[src/rtl/str_case_ctrl.sv]
// str_case_ctrl
// Streaming controller for byte-wise ASCII case conversion, one string at a time.
// Input bytes arrive on a valid/ready port. Each byte is optionally upper-cased,
// then pushed into a small output FIFO that drives a valid/ready output port.
// The block counts accepted bytes and converted bytes, and pulses done once the
// whole string has been delivered downstream.
//
// Ports:
//   clk, rst_n                      clock, asynchronous active-low reset
//   start, mode_upper               begin a string (IDLE only), latch conversion mode
//   in_valid/in_ready/in_data/in_last     input byte stream
//   out_valid/out_ready/out_data/out_last output byte stream (FIFO head)
//   busy                            high in RUN and DRAIN
//   done                            one-cycle pulse after the last byte is popped
//   char_count, conv_count          saturating counters for the current/last string
//
// state | meaning
// ------+---------------------------------------------------------------
// IDLE  | waiting for start; counters hold their last values
// RUN   | accepting input bytes until a terminator (in_last or 0x00)
// DRAIN | input closed, waiting for the FIFO to empty
// DONE  | single cycle, done pulse high, then back to IDLE

module str_case_ctrl #(
    parameter int FIFO_DEPTH = 4,
    parameter int CNT_W      = 16
) (
    input  logic             clk,
    input  logic             rst_n,
    input  logic             start,
    input  logic             mode_upper,
    input  logic             in_valid,
    output logic             in_ready,
    input  logic [7:0]       in_data,
    input  logic             in_last,
    output logic             out_valid,
    input  logic             out_ready,
    output logic [7:0]       out_data,
    output logic             out_last,
    output logic             busy,
    output logic             done,
    output logic [CNT_W-1:0] char_count,
    output logic [CNT_W-1:0] conv_count
);

    localparam int PTR_W = $clog2(FIFO_DEPTH);

    typedef enum logic [1:0] {
        S_IDLE,
        S_RUN,
        S_DRAIN,
        S_DONE
    } state_t;

    state_t           state_q, state_d;
    logic             mode_q, mode_d;
    logic [CNT_W-1:0] char_q, char_d;
    logic [CNT_W-1:0] conv_q, conv_d;
    logic             done_q;

    logic [8:0]       mem_q [FIFO_DEPTH];
    logic [PTR_W:0]   wr_ptr_q, rd_ptr_q;

    logic             fifo_empty, fifo_full;
    logic             push, pop;
    logic             is_term;
    logic [7:0]       conv_data;

    // Pointers carry one extra wrap bit so full and empty are distinguishable.
    assign fifo_empty = (wr_ptr_q == rd_ptr_q);
    assign fifo_full  = (wr_ptr_q[PTR_W] != rd_ptr_q[PTR_W]) &&
                        (wr_ptr_q[PTR_W-1:0] == rd_ptr_q[PTR_W-1:0]);

    assign in_ready  = (state_q == S_RUN) && !fifo_full;
    assign out_valid = !fifo_empty;
    assign push      = in_valid && in_ready;
    assign pop       = out_valid && out_ready;

    assign is_term   = in_last || (in_data == 8'h00);

    // Lower-case letters lose bit 5 in upper mode; everything else passes through.
    always_comb begin
        conv_data = in_data;
        if (mode_q && (in_data >= 8'h61) && (in_data <= 8'h7A)) begin
            conv_data = in_data & 8'hDF;
        end
    end

    // Head is masked while empty so the output reads 0 after reset/flush
    // without needing to clear the storage array.
    always_comb begin
        {out_last, out_data} = 9'h000;
        if (!fifo_empty) begin
            {out_last, out_data} = mem_q[rd_ptr_q[PTR_W-1:0]];
        end
    end

    always_comb begin
        state_d = state_q;
        mode_d  = mode_q;
        char_d  = char_q;
        conv_d  = conv_q;
        case (state_q)
            S_IDLE: begin
                if (start) begin
                    mode_d  = mode_upper;
                    char_d  = '0;
                    conv_d  = '0;
                    state_d = S_RUN;
                end
            end
            S_RUN: begin
                if (push) begin
                    if (char_q != '1) begin
                        char_d = char_q + 1'b1;
                    end
                    if ((conv_data != in_data) && (conv_q != '1)) begin
                        conv_d = conv_q + 1'b1;
                    end
                    if (is_term) begin
                        state_d = S_DRAIN;
                    end
                end
            end
            S_DRAIN: begin
                if (fifo_empty) begin
                    state_d = S_DONE;
                end
            end
            S_DONE: begin
                state_d = S_IDLE;
            end
            default: begin
                state_d = S_IDLE;
            end
        endcase
    end

    always_ff @(posedge clk or negedge rst_n) begin
        if (!rst_n) begin
            state_q  <= S_IDLE;
            mode_q   <= 1'b0;
            char_q   <= '0;
            conv_q   <= '0;
            done_q   <= 1'b0;
            wr_ptr_q <= '0;
            rd_ptr_q <= '0;
        end else begin
            state_q <= state_d;
            mode_q  <= mode_d;
            char_q  <= char_d;
            conv_q  <= conv_d;
            done_q  <= (state_d == S_DONE);
            if (push) begin
                wr_ptr_q <= wr_ptr_q + 1'b1;
            end
            if (pop) begin
                rd_ptr_q <= rd_ptr_q + 1'b1;
            end
        end
    end

    always_ff @(posedge clk) begin
        if (push) begin
            mem_q[wr_ptr_q[PTR_W-1:0]] <= {is_term, conv_data};
        end
    end

    assign busy       = (state_q == S_RUN) || (state_q == S_DRAIN);
    assign done       = done_q;
    assign char_count = char_q;
    assign conv_count = conv_q;

endmodule

[config.mk]
export PLATFORM = sky130hd
export DESIGN_NAME = str_case_ctrl
export DESIGN_NICKNAME = d
export VERILOG_FILES = /design/src/rtl/str_case_ctrl.sv
export SDC_FILE = /design/constraint.sdc
export NUM_CORES = 1
export LEC_CHECK = 0
export ABC_AREA = 0
export ABC_CLOCK_PERIOD_IN_PS = 3100
export CAP_MARGIN = 20
export CORE_ASPECT_RATIO = 0.9
export CORE_UTILIZATION = 54
export DETAILED_ROUTE_END_ITERATION = 6
export PLACE_DENSITY = 0.8
export SYNTH_ARGS = -nofsm -noshare
export SYNTH_HDL_FRONTEND = slang
export SYNTH_SLANG_ARGS = --single-unit
[constraint.sdc]
create_clock -name clk -period 3.1 [get_ports clk]
set_clock_uncertainty 0.2 [all_clocks]
set_input_delay 0.31 -clock clk [delete_from_list [all_inputs] [get_ports clk]]
set_output_delay 0.31 -clock clk [all_outputs]
set_load 0.005 [all_outputs]
**Yosys cells after proc, flatten, opt, wreduce, memory -nomap -nowiden**

Memory sizes are Yosys's and may differ from the RTL's.
Index checks and enable logic that the tools add are counted.
W data, S select, Z words.

- Input port bits: 15
- Word-level logic and storage cells: 62
- Register bits after elaboration: 42
- Bits in writable memories: 36
- Memories: 1

Memories:

| name | depth | width | rd ports | clocked after Yosys merged registers in | wr ports | line | source |
|---|---|---|---|---|---|---|---|
| mem_q | 4 | 9 | 1 | 0 | 1 | 61 | `logic [8:0] mem_q [FIFO_DEPTH];` |

- Equality and inequality tests: 14
- Magnitude comparators: 2
- Mux-type cells: 17
- Add/subtract/negate cells: 4
- Reductions and logical operators: 17

Operators by type and width:

| kind | number |
|---|---|
| $mux W16 | 5 |
| $pmux W16 S2 | 2 |
| $add A16 B1 Y16 const B | 2 |
| $ne A16 B16 Y1 const B | 2 |
| $ge A8 B7 Y1 const B | 1 |
| $le A8 B7 Y1 const B | 1 |
| $logic_not A8 Y1 | 1 |
| $mux W2 | 4 |
| $mux W8 | 1 |
| $ne A8 B8 Y1 | 1 |
| $pmux W2 S4 | 1 |
| $reduce_and A4 Y1 | 2 |
| $logic_and A1 B1 Y1 | 7 |
| $add A3 B1 Y3 const B | 2 |
| $eq A2 B2 Y1 const B | 3 |
| $mux W6 | 1 |
| $ne A2 B1 Y1 const B | 2 |
| $ne A2 B2 Y1 const B | 2 |
| $eq A3 B3 Y1 | 1 |
| $mux W1 | 3 |
| $eq A2 B1 Y1 const B | 1 |
| $eq A2 B2 Y1 | 1 |
| $logic_not A1 Y1 | 2 |
| $logic_not A2 Y1 | 1 |
| other kinds (4) | 5 |

**Depth between registers and ports, before layout**

Gate-level depths: netlist of the first run.

- Word-level depth: 9
- Mapped depth: 9
- Mapped depth without buffers: 8

**Least setup slack after synthesis of the first run**

No wires, ideal clock.

- Path kind: register to register
- Start: reg state_q[1]
- End: reg char_q[12], in the netlist char_count[12]
- Library setup time: 0.132 ns
- Path buffers: 2
- Cell stages (with the launch flop): 10
- Data required time: 2.768 ns
- Setup slack: 0.802 ns
- Arrival time: 1.966 ns
- Cell sequence: dfrtp_1 > inv_1 > ha_1 > buf_1 > nor2_1 > nor4_1 > buf_2 > and4_1 > mux2i_1 > nor2_1

- Word-level cells in the longest chain between the ends: 5
- Elaborated cells on any way between the ends: 10
- Those cells by class: eq/ne (4); mux (1); reduce/logical (5)

Ends and longest elaborated chain:

| element | line | source |
|---|---|---|
| start: declaration | 55 | `state_t state_q, state_d;` |
| start signal: assignment | 149 | `state_q <= state_d;` |
| $eq A2 B1 Y1 | 74, 103 |  |
| $logic_and A1 B1 Y1 | 74 | `assign in_ready = (state_q == S_RUN) && !fifo_full;` |
| $logic_and A1 B1 Y1 | 76 | `assign push = in_valid && in_ready;` |
| $ne A2 B2 Y1 (no line) | - |  |
| $reduce_and A4 Y1 (no line) | - |  |
| end signal: assignment | 151 | `char_q <= char_d;` |
| end: declaration | 57 | `logic [CNT_W-1:0] char_q, char_d;` |

Several ways; a longest one is shown, not always the timed one.
A chain may end at the register's enable or synchronous reset.

**Worst setup path in the final report of the first run**

- Start: reg state_q[1]
- End: out in_ready

- Word-level cells in the longest chain between the ends: 2

Ends and longest elaborated chain:

| element | line | source |
|---|---|---|
| $eq A2 B1 Y1 | 74 |  |
| $logic_and A1 B1 Y1 | 74 |  |
| end: declaration | 33 | `output logic in_ready,` |

No other way between the ends.

==> run summary, run 1 <==
The placement row count came out at 28. The via count of the first global-routing pass was 2,683; the total non-filler cell area in the finished layout was 4720 µm². Setup repair after global routing left no endpoint under its margin. The first global-routing pass estimated 13.32 mm of wire. The number of DRC markers after the initial detailed-route iteration was 203; the minimum setup slack in the final design was 0.3099 ns. For the post-detailed-routing wire length, the log shows 8.071 mm. For the post-synthesis sequential area ratio, the log shows 0.5578.

Entering global routing, the biggest net connects 43 pins. The end of the worst register-to-register path is conv_count[15]. 0 antenna diodes ended up in the layout. In the synthesized netlist, the number of instances is 335. Counting flops with a built-in enable in the synthesized netlist gives 36.

Synthesis inferred 78 register bits. The floorplan die height was 81.82 µm. Adding up every negative setup slack in the final design gives 0 ns. The weighted congestion at the end of routability-driven global placement is 0.8646.

The floorplan die width is 90.69 µm, and the max-slew violation total from the final report is 0. A synthesized cell averages 11.41 µm². The flow ran to the end, and the final reports show no timing, DRC or antenna violations.

For this run, the number of Yosys warnings is 0. The count of input and output buffers was 59; the fraction of synthesized cell area taken by the top area cell type was 0.2828. The fraction of final layout cells with drive strength greater than 1 was 0.09158. The synthesized design spends more area on one cell type than any other, namely edfxtp_1. The clock drives 78 sinks. The fraction of the cycle the final worst path needs came out at 0.9000. The maximum clock insertion buffer count was 2; the utilization after layout was 0.7053.

Counting the buffers created by CTS gives 9. The tools report the number of nets with antenna violations after detailed routing as 0. The largest fanout on the critical path is 13, and the share of async-settable or async-resettable flops after synthesis is 0.5385. On the final layout, the worst hold slack is 0.2939 ns.

In this run the worst setup path begins at state_q[1]. Endpoint with the worst hold slack: wr_ptr_q[2]. STA classifies the critical path startpoint as a flop. The arrival time at the worst endpoint was 2.28 ns. Relative to the synthesized area, the layout overhead comes to 23.47%.

After clock tree synthesis, the setup repair step added 0 buffers. TritonCTS built the clock tree. After layout, the minimum clock period comes to 2.790 ns. The number of cells on the worst reg-to-reg path is 8.

Timing analysis after detailed placement gives a worst setup slack of 0.2950 ns. The global-route total usage across every layer is 0.2359, and the average detailed-routed wire length per instance is 16.34 µm. The total chip power is 3.711 mW, and the count of placed standard cells in the final layout, fillers left out is 494. Dividing the detail-routed via count by the number of cells gives 5.862.

The number of fill cells in the layout is 494. Number of instances on the worst hold path: 1. The number of endpoints failing setup at the final stage is 0. Cell at the root of the clock tree: clkbuf_8.

The tool flagged a number of max-cap violations equal to 0. The startpoint identified for the worst register-to-register timing path is state_q[1]. The tightest min-delay check is of the reg -> reg type. The logs give 0.5712 for the starting density of the core and 0 for the total global routing overflow. Leading register cell type out of synthesis: dfrtp_1.

In this run the register-to-register setup slack is 0.34 ns. The mapped netlist covers 3822 µm². The floorplan step defined a die boundary enclosing 7419 µm². The via count is 2,896. The run gives 0 as the final hold violation count. The critical path is of the reg -> out type. After legalization and detailed placement, the total HPWL measured 5.617 mm.

Counting every net in the synthesized netlist gives 360. Power density relative to cell area: 786.2 nW/µm². Capturing element type of the critical path: an output port. The distinct cell type count of the synthesized netlist came out at 45. The most common cell in the synthesized netlist is dfrtp_1. The reported leakage power is 1.804 nW, and the clock latency on the worst-skew pair is 0.36 ns. Before antenna repair, the detailed router went through 5 iterations.

Clock-pin slew was measured on the worst setup and hold paths at 0.09 ns. During I/O placement, the number of pins put on the boundary was 60. The commonest cells after synthesis are dfrtp_1, edfxtp_1, nand2_1, o21ai_0, and2_1. The number of levels in the clock H-tree was 3.

At the worst endpoint, the required time is 2.59 ns. Based on the critical path, the design can be clocked at up to 0.3584 GHz. The run gives 477 as the total instance count after detailed placement. The startpoint identified for the worst hold timing path is wr_ptr_q[2].

Across the VDD grid, the largest voltage drop is 530.6 µV. After detailed placement, the total cell area comes to 4502 µm². Net count of the finished layout: 424.

The initial antenna violation count is 0, and the core area is 6691 µm². The relative slew slack is 0.3594. For the pin with the worst max-slew slack, the measured transition is 0.9608 ns. In the post-synthesis netlist, the biggest area contributors are edfxtp_1, dfrtp_1, mux4_2.

In the routed design, unresolved DRC markers number 0.
[area by class of cell]
class | instances | area (µm²) | area share
flip-flops and latches | 78 | 2132 | 0.4517
multi-input cells | 236 | 1604 | 0.3399
repair buffers | 65 | 633.1 | 0.1341
clock buffers | 9 | 123.9 | 0.02625
well taps | 90 | 112.6 | 0.02386
clock inverters | 7 | 80.08 | 0.01697
inverters | 9 | 33.78 | 0.007158
[routing by layer]
metal	up-vias	track usage	share of wire
met5	-	0	0
met4	0	0.07258	0.012
met3	10	0.05000	0.054
met2	112	0.3856	0.48
met1	1406	0.3218	0.45
li1	1368	-	-
[cells by family after synthesis]
group,count (synthesis),synth area share
buf+inv,21,0.02357
compound gates,59,0.09133
flops,78,0.5578
simple gates,138,0.1918
fa+ha+maj,10,0.03273
xor+xnor,16,0.03862
mux,13,0.06416
[critical path, stage by stage, from the launching register on]
cell             delay [ns]
dfrtp_1                0.41
inv_1                  0.11
ha_1                   0.46
inv_1                  0.11
buf_4                  0.18
nor2_1                 0.12
clkdlybuf4s50_1        0.53
[power breakdown]
part / internal (mW) / total, mW / switching (mW)
clock: 0.381 / 0.784 / 0.403
sequential: 1.25 / 1.36 / 0.110
combinational: 0.763 / 1.56 / 0.801
[repair_timing]
| action | CTS | global route |
|---|---|---|
| gates resized for setup | 0 | 1 |
| setup endpoints to repair | 0 | 1 |
| endpoints found under the hold margin | 42 | 0 |
| hold buffers | 1 | 0 |
[flip-flops by register name, summed over array words and instances, names as in the netlist]
register and cells:
done 1, conv_count 16, mode_q 1, rd_ptr_q 3
mem_q 36, wr_ptr_q 3, state_q 2, char_count 16
[how the worst max path moves through the flow]
stage                           to  cells after the start
finish                    in_ready                      6
global route        conv_count[11]                      8
CTS                 conv_count[15]                      7
detailed placement  conv_count[15]                      7
global placement     conv_count[6]                      7
floorplan           char_count[12]                      9
[cells in the final DEF, fill, tap and decap left out, types with 3 or more instances in the layout]
master,netlist,routed
nand3_1,15,15
nand4_1,14,14
and4_1,4,4
inv_1,9,9
dfrtp_1,42,42
inv_6,0,3
nor4_1,5,5
xnor2_1,5,5
and3_1,7,7
nor3_1,11,11
clkdlybuf4s50_1,0,58
mux4_2,9,9
ha_1,10,10
nor2_1,18,18
or3_1,5,5
clkbuf_8,0,9
o31ai_1,3,3
nor2b_1,4,4
a21oi_1,16,16
buf_4,0,5
o21ai_0,23,23
xor2_1,10,10
nand2_1,29,29
edfxtp_1,36,36
and2_1,19,19
Note: power is estimated with default switching activity, not from simulation.
==> inputs of run 2 (changes only) <==
Settings changed: CORE_UTILIZATION 54 to 55, CTS_CLUSTER_SIZE set to 12, DONT_BUFFER_PORTS set to 1, PLACE_DENSITY 0.8 to 0.7.
==> run 2 against run 1 <==
  * First-iteration DRC count decreased by 35%
  * Wire length decreased by 2.0%
  * Clock-buffer cell count increased by 1
  * Total power decreased by 10%
==> run summary, run 2 (synthesis gave the netlist of run 1 again) <==
The initialized floorplan defines 28 standard-cell rows. Data on the critical path is required at its endpoint by 3.15 ns. For the pin with the worst max-slew slack, the measured transition is 0.7796 ns. The initial antenna violation count was 0; the minimum setup slack in the final design was 0.3777 ns. The tools report the number of fill cells in the layout as 522. In this run the worst path has a maximum fanout of 10.

In this run the vertical extent of the chip is 81.09 µm. The run finished with clean final reports. Setup violations remaining at the end of the flow were counted as 0. Number of setup buffers added after CTS: 0. Setup repair after global routing left no endpoint under its margin. Max-slew violation total from the final report: 0. The final hold violation count came out at 0.

The core area was 6656 µm². The largest incremental delay on the critical path came out at 0.55 ns. The number of search-and-repair iterations in the first detailed-routing pass was 4.

The die area came out at 7288 µm². The area added between synthesis and finish works out to 10.83%. The post-detailed-routing wire length was 7.907 mm.

The wire length of the first global-routing pass was 12.89 mm. The post-cts gate resize count was 0. The critical path goes through inv_1 -> ha_1 -> inv_1 -> nor4_1 -> or3_1 -> or3_1 -> o21ai_1 -> a22o_1.

Worst setup path category: reg -> reg. The I/O pin total is 60. VDD sags by at most 633.5 µV. Power comes to 3.335 mW. The run gives 43 as the maximum number of pins on one net before global-route repair. The number of buffers inserted during clock tree synthesis is 9, and the average detailed-routed wire length per instance is 17.77 µm. TritonCTS built the clock tree. Clock-pin slew was measured on the worst setup and hold paths at 0.08 ns.

The maximum clock insertion buffer count was 2; the count of inserted antenna diode cells was 0. Fraction of the cycle the final worst path needs: 0.8782. The logs give 0.3673 GHz for the achievable frequency and 0 for the number of nets with antenna violations after detailed routing. Number of max-cap violations: 0. The starting density of the core is 0.5742. The tools report the via count of the first global-routing pass as 2,512.

The cell type of the slowest stage on the worst timing path is nor4_1. Global routing finished with a remaining overflow of 0. The analysis attributes to cell leakage a power of 1.639 nW.

The number of flip-flops under the largest register name works out to 36. The arrival time at the worst endpoint is 2.77 ns, and the number of levels in the clock H-tree is 3. The logs give 0.6365 for the utilization after layout and 0 for the DRC violation count after routing. At the end of routability-driven placement, the weighted congestion stood at 0.7947.

The commonest non-fill, non-tap cell in the layout was dfrtp_1. For this run, the post-layout net count is 375. The path class of the tightest hold or removal check is in -> reg. The floorplan step set the die width to 89.88 µm.

The tools report the cell at the root of the clock tree as clkbuf_8. In the layout the commonest cells are dfrtp_1, edfxtp_1, nand2_1. In this run the power density over the cells is 787.3 nW/µm².

Clock tree synthesis found a total of 78 sinks. Via count: 2,669. For the minimum setup slack after placement, the log shows 0.4409 ns.

The final critical path time including I/O delays and setup is 2.722 ns, and the global-route total usage across every layer is 0.2332. The clock latency on the worst-skew pair is 0.35 ns, and the fraction of final layout cells with drive strength greater than 1 is 0.09577. For the relative slew slack, the log shows 0.4768. STA classifies the critical path endpoint as a flop.

The tools report the startpoint type of the worst setup path as a flop. After routing, the total negative slack on setup checks comes to 0 ns. In this run, the number of DRC markers left after iteration 0 of detailed routing was 131.

The average vias per placed instance is 5.998, and the count of input and output buffers is 0. Summed over all nets, the half-perimeter wirelength after detailed placement is 5.399 mm.
[run 2: stage by stage]
stage | cells | hold WS, ns | instance area (µm²)
2_1_floorplan | 335 | -0.1856 | 3822
3_3_place_gp | 417 | -0.1846 | 3909
3_5_place_dp | 417 | -0.1848 | 3909
4_1_cts | 445 | 0.007913 | 4237
5_1_grt | 445 | 0.01655 | 4237
6_report | 445 | 0.01323 | 4237
[run 2: power by group]
group          total, mW  leakage, nW  internal [mW]  switching, mW
combinational       1.18        0.646          0.475          0.707
clock              0.760        0.100          0.391          0.369
sequential          1.39        0.893           1.25          0.141
total               3.34         1.64           2.12           1.22
[run 2: area by class of cell]
type                            instances  area [µm²]  area share
Multi-Input combinational cell        236        1600      0.3777
Clock inverter                          6       60.06     0.01418
Timing Repair Buffer                   16       160.2     0.03780
Sequential cell                        78        2132      0.5032
Tap cell                               90       112.6     0.02658
Clock buffer                           10       137.6     0.03249
Inverter                                9       33.78    0.007974
[run 2: repair_timing]
| item | in CTS | in global routing |
|---|---|---|
| hold buffers | 12 | 0 |
| hold endpoints to repair | 74 | 0 |
| endpoints found under the setup margin | 0 | 0 |
[run 2: layer usage]
metal	track usage	share of wire	routed length, µm	vias to the layer above
met1	0.3037	0.44	3473	1296
li1	-	-	-	1280
met3	0.08801	0.082	651	8
met2	0.3654	0.47	3694	85
met5	0	0	0	-
met4	0.07742	0.011	87	0
[run 2: path summary, 6_finish.rpt]
kind                        startpoint              to  slack [ns]  cells past startpoint
max                         state_q[1]  conv_count[15]        0.38                      8
min                              start          mode_q        0.01                      2
max reg2reg                 state_q[1]  conv_count[15]        0.38                      8
min reg2reg                wr_ptr_q[2]     wr_ptr_q[2]        0.29                      1
max in group asynchronous        rst_n   char_count[9]        2.27                      2
min in group asynchronous        rst_n  conv_count[13]        0.21                      2
[run 2: critical path, delay by kind of cell (launching register included)]
family	cells	cell delay, ns
flops	1	0.41
buf+inv	2	0.30
compound gates	2	0.24
simple gates	3	1.16
fa+ha+maj	1	0.31
